File: src/rtl/vai_reset_seq.sv
// Per-sub-AFU reset sequencer: block new requests, drain outstanding traffic, hold reset, release.
// Define VAI_RESET_SEQ_TIMEOUT_EN to bound DRAIN by DRAIN_TIMEOUT and expose sticky timeout flags.

module vai_reset_seq_lane #(
   parameter int CNT_W         = 10,
   parameter int RESET_CYCLES  = 16,
   parameter int DRAIN_TIMEOUT = 256
) (
   input  logic clk_i,
   input  logic rst_ni,
   input  logic trig_i,
   input  logic issue_i,
   input  logic done_i,
   output logic block_o,
   output logic rst_out_o,
   output logic timeout_o
);
   typedef enum logic [1:0] {S_IDLE, S_DRAIN, S_HOLD, S_DONE} state_e;

   localparam int HOLD_W = (RESET_CYCLES > 1) ? $clog2(RESET_CYCLES) : 1;
   localparam logic [HOLD_W-1:0] HOLD_LAST = HOLD_W'(RESET_CYCLES - 1);

   state_e            state_q, state_d;
   logic [HOLD_W-1:0] hold_q, hold_d;
   logic [CNT_W-1:0]  cnt_q, cnt_d;
   logic              block_q, block_d;
   logic              rsto_q, rsto_d;
   logic              tmo_hit, tmo_set, tmo_clr;

`ifdef VAI_RESET_SEQ_TIMEOUT_EN
   localparam int DRN_W = (DRAIN_TIMEOUT > 1) ? $clog2(DRAIN_TIMEOUT) : 1;
   localparam logic [DRN_W-1:0] DRN_LAST = DRN_W'(DRAIN_TIMEOUT - 1);

   logic [DRN_W-1:0] drn_q, drn_d;
   logic             tmo_q, tmo_d;

   assign tmo_hit = (drn_q == DRN_LAST);

   // Drain counter sits at 0 while idle so it starts from 0 on the first DRAIN cycle.
   always_comb begin
      drn_d = drn_q;
      tmo_d = tmo_q;
      if (state_q == S_IDLE)
         drn_d = '0;
      else if (state_q == S_DRAIN && !tmo_hit)
         drn_d = drn_q + 1'b1;
      if (tmo_clr)
         tmo_d = 1'b0;
      else if (tmo_set)
         tmo_d = 1'b1;
   end

   always_ff @(posedge clk_i or negedge rst_ni) begin
      if (!rst_ni) begin
         drn_q <= '0;
         tmo_q <= 1'b0;
      end else begin
         drn_q <= drn_d;
         tmo_q <= tmo_d;
      end
   end

   assign timeout_o = tmo_q;
`else
   logic [31:0] unused_drain_timeout;
   logic        unused_tmo;

   assign unused_drain_timeout = DRAIN_TIMEOUT;
   assign unused_tmo           = tmo_set ^ tmo_clr;
   assign tmo_hit              = 1'b0;
   assign timeout_o            = 1'b0;
`endif

   always_comb begin
      state_d = state_q;
      hold_d  = hold_q;
      tmo_set = 1'b0;
      tmo_clr = 1'b0;
      unique case (state_q)
         S_IDLE: begin
            if (trig_i) begin
               state_d = S_DRAIN;
               tmo_clr = 1'b1;
            end
         end
         S_DRAIN: begin
            // An empty counter wins over a coincident timeout: no flag in that case.
            if (cnt_q == '0 || tmo_hit) begin
               state_d = S_HOLD;
               hold_d  = '0;
               tmo_set = (cnt_q != '0);
            end
         end
         S_HOLD: begin
            if (hold_q == HOLD_LAST)
               state_d = S_DONE;
            else
               hold_d = hold_q + 1'b1;
         end
         S_DONE:  state_d = S_IDLE;
         default: state_d = S_IDLE;
      endcase
      block_d = (state_d != S_IDLE);
      rsto_d  = (state_d == S_HOLD);
   end

   always_comb begin
      cnt_d = cnt_q;
      if (state_q == S_HOLD)
         cnt_d = '0;
      else if (issue_i && !done_i) begin
         if (cnt_q != '1)
            cnt_d = cnt_q + 1'b1;
      end else if (done_i && !issue_i) begin
         if (cnt_q != '0)
            cnt_d = cnt_q - 1'b1;
      end
   end

   always_ff @(posedge clk_i or negedge rst_ni) begin
      if (!rst_ni) begin
         state_q <= S_IDLE;
         hold_q  <= '0;
         cnt_q   <= '0;
         block_q <= 1'b0;
         rsto_q  <= 1'b0;
      end else begin
         state_q <= state_d;
         hold_q  <= hold_d;
         cnt_q   <= cnt_d;
         block_q <= block_d;
         rsto_q  <= rsto_d;
      end
   end

   assign block_o   = block_q;
   assign rst_out_o = rsto_q;
endmodule

module vai_reset_seq #(
   parameter int NUM_SUB_AFUS  = 8,
   parameter int CNT_W         = 10,
   parameter int RESET_CYCLES  = 16,
   parameter int DRAIN_TIMEOUT = 256,
   parameter int VMID_W        = $clog2(NUM_SUB_AFUS)
) (
   input  logic                    pClk,
   input  logic                    pck_cp2af_softReset_n,
   input  logic [63:0]             sub_afu_reset,
   input  logic                    req_issue_valid,
   input  logic [VMID_W-1:0]       req_issue_vmid,
   input  logic                    rsp_done_valid,
   input  logic [VMID_W-1:0]       rsp_done_vmid,
   output logic [NUM_SUB_AFUS-1:0] sub_afu_block,
   output logic [NUM_SUB_AFUS-1:0] sub_afu_rst_out,
   output logic [63:0]             reset_status
);
   logic [NUM_SUB_AFUS-1:0] rst_q, trig, tmo;

   assign trig = sub_afu_reset[NUM_SUB_AFUS-1:0] & ~rst_q;

   always_ff @(posedge pClk or negedge pck_cp2af_softReset_n) begin
      if (!pck_cp2af_softReset_n)
         rst_q <= '0;
      else
         rst_q <= sub_afu_reset[NUM_SUB_AFUS-1:0];
   end

   for (genvar i = 0; i < NUM_SUB_AFUS; i++) begin : g_lane
      vai_reset_seq_lane #(
         .CNT_W         (CNT_W),
         .RESET_CYCLES  (RESET_CYCLES),
         .DRAIN_TIMEOUT (DRAIN_TIMEOUT)
      ) u_lane (
         .clk_i     (pClk),
         .rst_ni    (pck_cp2af_softReset_n),
         .trig_i    (trig[i]),
         .issue_i   (req_issue_valid && (req_issue_vmid == VMID_W'(i))),
         .done_i    (rsp_done_valid && (rsp_done_vmid == VMID_W'(i))),
         .block_o   (sub_afu_block[i]),
         .rst_out_o (sub_afu_rst_out[i]),
         .timeout_o (tmo[i])
      );
   end

   // Request bits above the populated sub-AFUs have no sequencer behind them.
   if (NUM_SUB_AFUS < 64) begin : g_unused
      logic unused_hi;
      assign unused_hi = ^sub_afu_reset[63:NUM_SUB_AFUS];
   end

   // busy mirrors block: both mean "not IDLE".
   always_comb begin
      reset_status                     = '0;
      reset_status[NUM_SUB_AFUS-1:0]   = sub_afu_block;
      reset_status[32 +: NUM_SUB_AFUS] = tmo;
   end
endmodule

File: config.mk
export PLATFORM = sky130hd
export DESIGN_NAME = vai_reset_seq
export DESIGN_NICKNAME = d
export VERILOG_FILES = /design/src/rtl/vai_reset_seq.sv
export SDC_FILE = /design/constraint.sdc
export NUM_CORES = 1
export LEC_CHECK = 0
export ABC_AREA = 1
export CORE_ASPECT_RATIO = 1.4
export CORE_MARGIN = 2
export CORE_UTILIZATION = 59
export DETAILED_ROUTE_END_ITERATION = 10
export DONT_BUFFER_PORTS = 1
export PLACE_DENSITY_LB_ADDON = 0.25
export SLEW_MARGIN = 20
export SYNTH_ARGS = -nofsm -noshare
export SYNTH_HDL_FRONTEND = slang
export SYNTH_SLANG_ARGS = --single-unit
File: constraint.sdc
create_clock -name pClk -period 1.7 [get_ports pClk]
set_clock_uncertainty 0.05 [all_clocks]
set_input_delay 0.17 -clock pClk [delete_from_list [all_inputs] [get_ports pClk]]
set_output_delay 0.17 -clock pClk [all_outputs]
set_load 0.005 [all_outputs]
==> out/results.ini, run 1 <==
[logic_synthesis]
synth_xor_area_frac=0.0285
synth_area_leaders=dfrtp_1, nand2_1, ha_1
synth-edff-count=0
syn_avg_cell_area_sq_um=6.82
synth_area_sq_um=12000
synthMuxAreaShare=0.000836
synth-seq-area-share=0.318
synth_compound_area_frac=0.0627
yosysTopAreaCellShare=0.318
synth_most_common_cell=nand2_1
synth_fa_ha_area_frac=0.122
ys_ff_latch=152
synthFlopType=dfrtp_1
synth_cell_types=33
async_reset_ff_frac=1.00
ys_warn_count=0
synthSimpleGateAreaFrac=0.344
netlist.top_cell.by_area=dfrtp_1
synthCells=1754
synth_top_family_by_area=simple AND/OR/NAND/NOR gates
synth.top_cells.by_count=nand2_1, inv_1, nor2_1, dfrtp_1, nand3_1

[clock_tree]
clkSlewWorstSetupHoldPaths_ps=70
clk_path_buf_depth=2
ctsHoldBuffers=8
clk-insertion-delay-late_ps=440
clock-root-buffer=clkbuf_16
cts.sinks=152
cts_htree_levels=4
numCtsBuffers=17
cts_tree=done

[sta]
hold_violations=152
period_share=0.948
setup_viol=0
slew_viol_final=0
min_period_ps=1610
fin_setup_tns_ps=0
fmax_mhz=621
hold_ws_ps=-622

[floorplan]
core_area_sq_um=19900
rows=61
boundaryPins=154
die_h_um=173
dieArea_sq_um=21500
initial_core_util=0.601
chipWidth_um=124

[layout]
fin_util=0.698
diodes=0
nNetsFinal=2044
nFillCells=1619
layout-drive-gt1-share=0.144
multiInputGateArea_sq_um=7430
syn_to_final_growth_pct=16.2
seqCellArea_sq_um=3820

[routing]
wl_per_cell_um=12.0
drt_pass1_iterations=5
wl_um=25600
drt_iter0_drc=568
route.detailed.vias_per_inst=5.07
num_vias=10800
drcViolationCount=0
antenna_left=0

[outcome]
outcome=finished, violations left
violations=negative hold slack

[setup_path]
crit_arrival_ps=1890
critPathMaxFanout=7
critical_path_class=reg -> reg
cp_cell_sequence=fa_2, nand3_1, nand2_2, nand3_1, nand2_1, nand2_1, nand2_1, nand2_1, nand2_1
end_kind=register
worstPathRequired_ps=1970
slowest_stage=dfrtp_2
start_kind=register
cp_top_family=simple AND/OR/NAND/NOR gates
cp_slowest_stage_delay_ps=470
crit_top_cell=nand2_1
cp.buffers_inverters=0

[power]
power_density_nw_per_um2=1720
power_mw=23.9
ir_worst_vdd_v=0.000958
leakagePower_nw=7.63

[global_routing]
grt_pass1_vias=10500
track_usage=0.240
grt_pass1_wl_um=43700
grt_max_degree=153
antenna_found_initial=0
grt_overflow=0

[placement]
portBuffers=0
place_congestion=0.903
hpwl_um=19000

[job]
drv_cap=0

[min_path]
holdCritPathClass=in -> async

==> metal layers <==
metal,up-vias,part of all wire,track usage
met3,52,0.023,0.0387
met4,0,0.031,0.113
met5,-,0,0
met2,153,0.54,0.455
met1,4995,0.40,0.255
li1,5563,-,-
==> through the flow <==
step | hold slack [ps] | instance area (sq um) | worst slack [ps] | std cells
CTS | -645 | 13800 | 15.6 | 2121
floorplan | -176 | 12600 | -6.77 | 1809
global route | -642 | 13900 | -21.8 | 2123
detailed placement | -168 | 13100 | -364 | 2081
finish | -622 | 13900 | 89.1 | 2123
global placement | -168 | 13100 | -310 | 2081
==> sequential cells by signal, indices dropped and copies added, names as in the netlist <==
register	count
g_lane.u_lane.block_o	8
g_lane.u_lane.cnt_q	80
g_lane.u_lane.hold_q	32
g_lane.u_lane.rst_out_o	8
g_lane.u_lane.state_q	16
rst_q	8
==> logic make-up (layout without fill, tap and decap cells) <==
kind of cell | count (synthesis) | after routing
other | 1 | 56
adders and majority gates | 112 | 112
AOI/OAI and AO/OA | 136 | 136
and+or+nand+nor | 999 | 999
muxes | 1 | 1
buffers and inverters | 314 | 376
xor gates and xnor gates | 39 | 39
DFF | 152 | 152
==> timing repair <==
action / 4_1_cts / 5_1_grt
buffers inserted: 0 / 2
setup endpoints to repair: 0 / 38
gates resized for setup: 0 / 41
hold endpoints to repair: 163 / 152
==> worst register-to-register path: cells and delay by family, from the launching register on <==
kind	cells	cell delay (ps)
DFF	1	470
adders and majority gates	1	390
and+or+nand+nor	8	600
==> report_power, final <==
| part | switching, mW | total [mW] | internal [mW] |
|---|---|---|---|
| Clock | 1.73 | 3.80 | 2.07 |
| Combinational | 7.67 | 13.7 | 6.00 |
| Sequential | 1.55 | 6.42 | 4.86 |
| Total | 10.9 | 23.9 | 12.9 |
==> final timing paths <==
| kind | cells past startpoint | slack (ps) | start | to |
|---|---|---|---|---|
| max | 9 | 90 | g_lane[7].u_lane.cnt_q[0] | g_lane[7].u_lane.cnt_q[8] |
| min reg2reg | 2 | 470 | g_lane[3].u_lane.hold_q[1] | g_lane[3].u_lane.hold_q[1] |
| max reg2reg | 9 | 90 | g_lane[7].u_lane.cnt_q[0] | g_lane[7].u_lane.cnt_q[8] |
| min in group pClk | 6 | 10 | sub_afu_reset[1] | g_lane[1].u_lane.state_q[0] |
| min | 0 | -620 | pck_cp2af_softReset_n | g_lane[0].u_lane.cnt_q[7] |
| max in group asynchronous | 0 | 1890 | pck_cp2af_softReset_n | g_lane[6].u_lane.cnt_q[0] |
==> placed cells by master (no fill, tap or decap), types with 10 or more instances in the layout <==
| master | Yosys | final |
|---|---|---|
| nand2_2 | 8 | 15 |
| nor2_1 | 182 | 177 |
| a21o_1 | 11 | 11 |
| nand3_1 | 125 | 123 |
| ha_1 | 104 | 62 |
| nand4_1 | 10 | 10 |
| a21oi_1 | 39 | 33 |
| clkbuf_16 | 0 | 17 |
| o21ai_0 | 63 | 59 |
| dfrtp_1 | 152 | 138 |
| xor2_1 | 34 | 34 |
| nor2_2 | 12 | 15 |
| buf_4 | 81 | 104 |
| dfrtp_2 | 0 | 14 |
| ha_4 | 0 | 34 |
| inv_1 | 230 | 222 |
| nand3b_1 | 17 | 17 |
| nand2_1 | 630 | 623 |
| conb_1 | 1 | 56 |
| inv_6 | 0 | 11 |
| o21ai_1 | 6 | 10 |
==> final cells by class <==
cell class	instances	area share
Clock buffer	17	0.0306
Clock inverter	15	0.0112
Timing Repair Buffer	112	0.0619
Sequential cell	152	0.275
Inverter	232	0.0652
Multi-Input combinational cell	1343	0.534
Tap cell	252	0.0227
Note: power is estimated with default switching activity, not from simulation.
==> run 2: changes to the inputs <==
==> constraint.sdc (replaced) <==
create_clock -name pClk -period 1.75 [get_ports pClk]
set_clock_uncertainty 0.05 [all_clocks]
set_input_delay 0.175 -clock pClk [delete_from_list [all_inputs] [get_ports pClk]]
set_output_delay 0.175 -clock pClk [all_outputs]
set_load 0.005 [all_outputs]
==> run 2 against run 1 <==
  * The run still ends with negative hold slack left
  * Combinational power decreased by 5%
  * Critical path depth decreased by 1
  * Global-route usage increased by 0.064 points
  * Power decreased by 5.1%
  * Routed wire length decreased by 0.86%
  * Sequential power decreased by 6.5%
  * Register-to-register slack got worse by 20 ps
  * Cell count about the same
  * Worst hold slack got worse by 4.6 ps
  * Final area decreased by 3.1%
  * Die area unchanged
  * Critical path type unchanged
==> out/results.ini, run 2 (synthesis gave the netlist of run 1 again) <==
[outcome]
outcome=finished, violations left
violations=negative hold slack

[routing]
num_vias=10800  ; -0.028%
route.met3.wl_um=844  ; +43%
drcViolationCount=0  ; unchanged
wl_met1_um=10500  ; +1.8%
drt_iter0_drc=557  ; -1.9%
route.detailed.vias_per_inst=5.06  ; -0.12%
dr_wl_met2_um=13400  ; -3.4%
dr.max_layer_used=met4
wl_um=25300  ; -0.86%
drt_pass1_iterations=5  ; unchanged
wl_per_cell_um=11.9  ; -0.95%
antenna_left=0  ; unchanged

[setup_path]
crit_arrival_ps=1960  ; +70 ps
cp.buffers_inverters=0  ; unchanged
end_kind=register
cp_slowest_stage_delay_ps=420  ; -50 ps
cp_cell_sequence=ha_1, nand2_1, nor2_1, nand3_1, nand3_1, nand2_1, nand3_1, nand2_1
critPathMaxFanout=4  ; -3
cp.depth=8  ; -1
start_kind=register
slowest_stage=dfrtp_1
r2r_slack_ps=70  ; -20 ps
cp_top_family=simple AND/OR/NAND/NOR gates
ff2ff_path_depth=8  ; -1
critical_path_class=reg -> reg
worstPathRequired_ps=2040  ; +70 ps

[layout]
nFillCells=1736  ; +7.2%
design_area_sq_um=13500  ; -3.1%
largest_reg_flops=80  ; unchanged
final_common_cell=nand2_1
multiInputGateArea_sq_um=7020  ; -5.5%
fin_util=0.677  ; -0.0214
diodes=0  ; unchanged
final_cell_mix=nand2_1, inv_1, nor2_1
nNetsFinal=2046  ; +0.098%
finalNonFillerCells=2125  ; +0.094%
layout-drive-gt1-share=0.115  ; -0.0295
regMostFlops=g_lane.u_lane.cnt_q
syn_to_final_growth_pct=12.7
reg_top3=g_lane.u_lane.cnt_q x80, g_lane.u_lane.hold_q x32, g_lane.u_lane.state_q x16
seqCellArea_sq_um=3810  ; -0.39%

[global_routing]
grt_pass1_wl_um=44100  ; +0.90%
grt_max_degree=153  ; unchanged
track_usage=0.240  ; +0.000643
grt_pass1_vias=10500  ; -0.43%
grt_overflow=0  ; unchanged
antenna_found_initial=0  ; unchanged

[power]
internal-power_mw=12.3  ; -5.2%
leakagePower_nw=7.61  ; -0.22%
ir_worst_vdd_v=0.000854  ; -11%
switchingPower_mw=10.4  ; -5.0%
power_mw=22.7  ; -5.1%
comb_power_share=0.572  ; about the same
switching_share=0.459  ; +0.000479
clkPwrFrac=0.163  ; +0.004
power_density_nw_per_um2=1680  ; -2.1%
sequentialPowerShare=0.265  ; -0.004

[placement]
dp_cells=2083  ; +0.096%
place_congestion=0.885  ; -2.0%
pre_cts_ws_ps=-267  ; +96.7 ps
placed_cell_area_sq_um=12700  ; -2.9%
portBuffers=0  ; unchanged
hpwl_um=18800  ; -1.1%

[min_path]
holdCritPathClass=in -> async

[clock_tree]
clk_path_buf_depth=2  ; unchanged
ctsHoldBuffers=8  ; unchanged
cts_tree=done
cts_htree_levels=4  ; unchanged
numCtsBuffers=17  ; unchanged
clkSlewWorstSetupHoldPaths_ps=70  ; about the same
cts.sinks=152  ; unchanged
clk-insertion-delay-late_ps=440  ; about the same
clock-root-buffer=clkbuf_16

[sta]
setup_viol=0  ; unchanged
period_share=0.959  ; +0.0110
hold_ws_ps=-626  ; -4.61 ps
fin_setup_tns_ps=0  ; unchanged
slew_viol_final=0  ; unchanged
min_period_ps=1680  ; +66.6 ps
layout_setup_ws_ps=72.4  ; -16.6 ps
hold_violations=152  ; unchanged
fmax_mhz=596  ; -4.0%

[floorplan]
dieArea_sq_um=21500  ; unchanged
boundaryPins=154  ; unchanged
initial_core_util=0.601  ; unchanged
rows=61  ; unchanged
die_h_um=173  ; unchanged
core_area_sq_um=19900  ; unchanged
chipWidth_um=124  ; unchanged

[job]
drv_cap=0  ; unchanged

run 2: cell types whose count changed in the layout (fill, tap and decap cells not counted), sizes merged:
cell      change
buf           +2
inv           -3
clkbuf        +2
clkinvlp      +1
run 2: worst reg2reg max path: stages, from the launching register on:
cell and delay (ps):
dfrtp_1 420, ha_1 350, nand2_1 100, nor2_1 200
nand3_1 150, nand3_1 120, nand2_1 60, nand3_1 70
nand2_1 50
run 2: path summary, 6_finish.rpt:
check / from / to
max in group asynchronous: pck_cp2af_softReset_n / g_lane[0].u_lane.cnt_q[1]
worst min register to register: g_lane[4].u_lane.hold_q[1] / g_lane[4].u_lane.hold_q[1]
worst max register to register: g_lane[4].u_lane.cnt_q[5] / g_lane[4].u_lane.cnt_q[9]
worst min-delay path: pck_cp2af_softReset_n / g_lane[3].u_lane.hold_q[2]
min in group pClk: sub_afu_reset[2] / g_lane[2].u_lane.state_q[0]
worst max-delay path: g_lane[4].u_lane.cnt_q[5] / g_lane[4].u_lane.cnt_q[9]
run 2: area by class of cell:
type | count | share of cell area
Sequential cell | 152 | 0.282
Timing Repair Buffer | 114 | 0.0649
Inverter | 232 | 0.0654
Multi-Input combinational cell | 1343 | 0.521
Tap cell | 252 | 0.0234
Clock buffer | 19 | 0.0336
Clock inverter | 13 | 0.00993
run 2: what timing repair did:
item	4_1_cts	5_1_grt
setup endpoints to repair	0	12
setup buffers	0	2
gates resized for setup	0	16
hold endpoints to repair	161	152
run 2: routing by layer:
metal	global-route usage	up-vias
met2	0.454	180
met1	0.266	4974
met5	0	-
li1	-	5561
met4	0.0993	0
met3	0.0356	45
run 2: power by group through the flow:
stage	Sequential, mW	Clock [mW]	Combinational, mW
6_report	6.00	3.69	13.0
5_1_grt	6.19	3.89	15.0
4_1_cts	5.97	3.76	12.8
3_5_place_dp	6.01	0	12.6
3_3_place_gp	5.99	0	12.2
2_1_floorplan	5.67	0	9.80
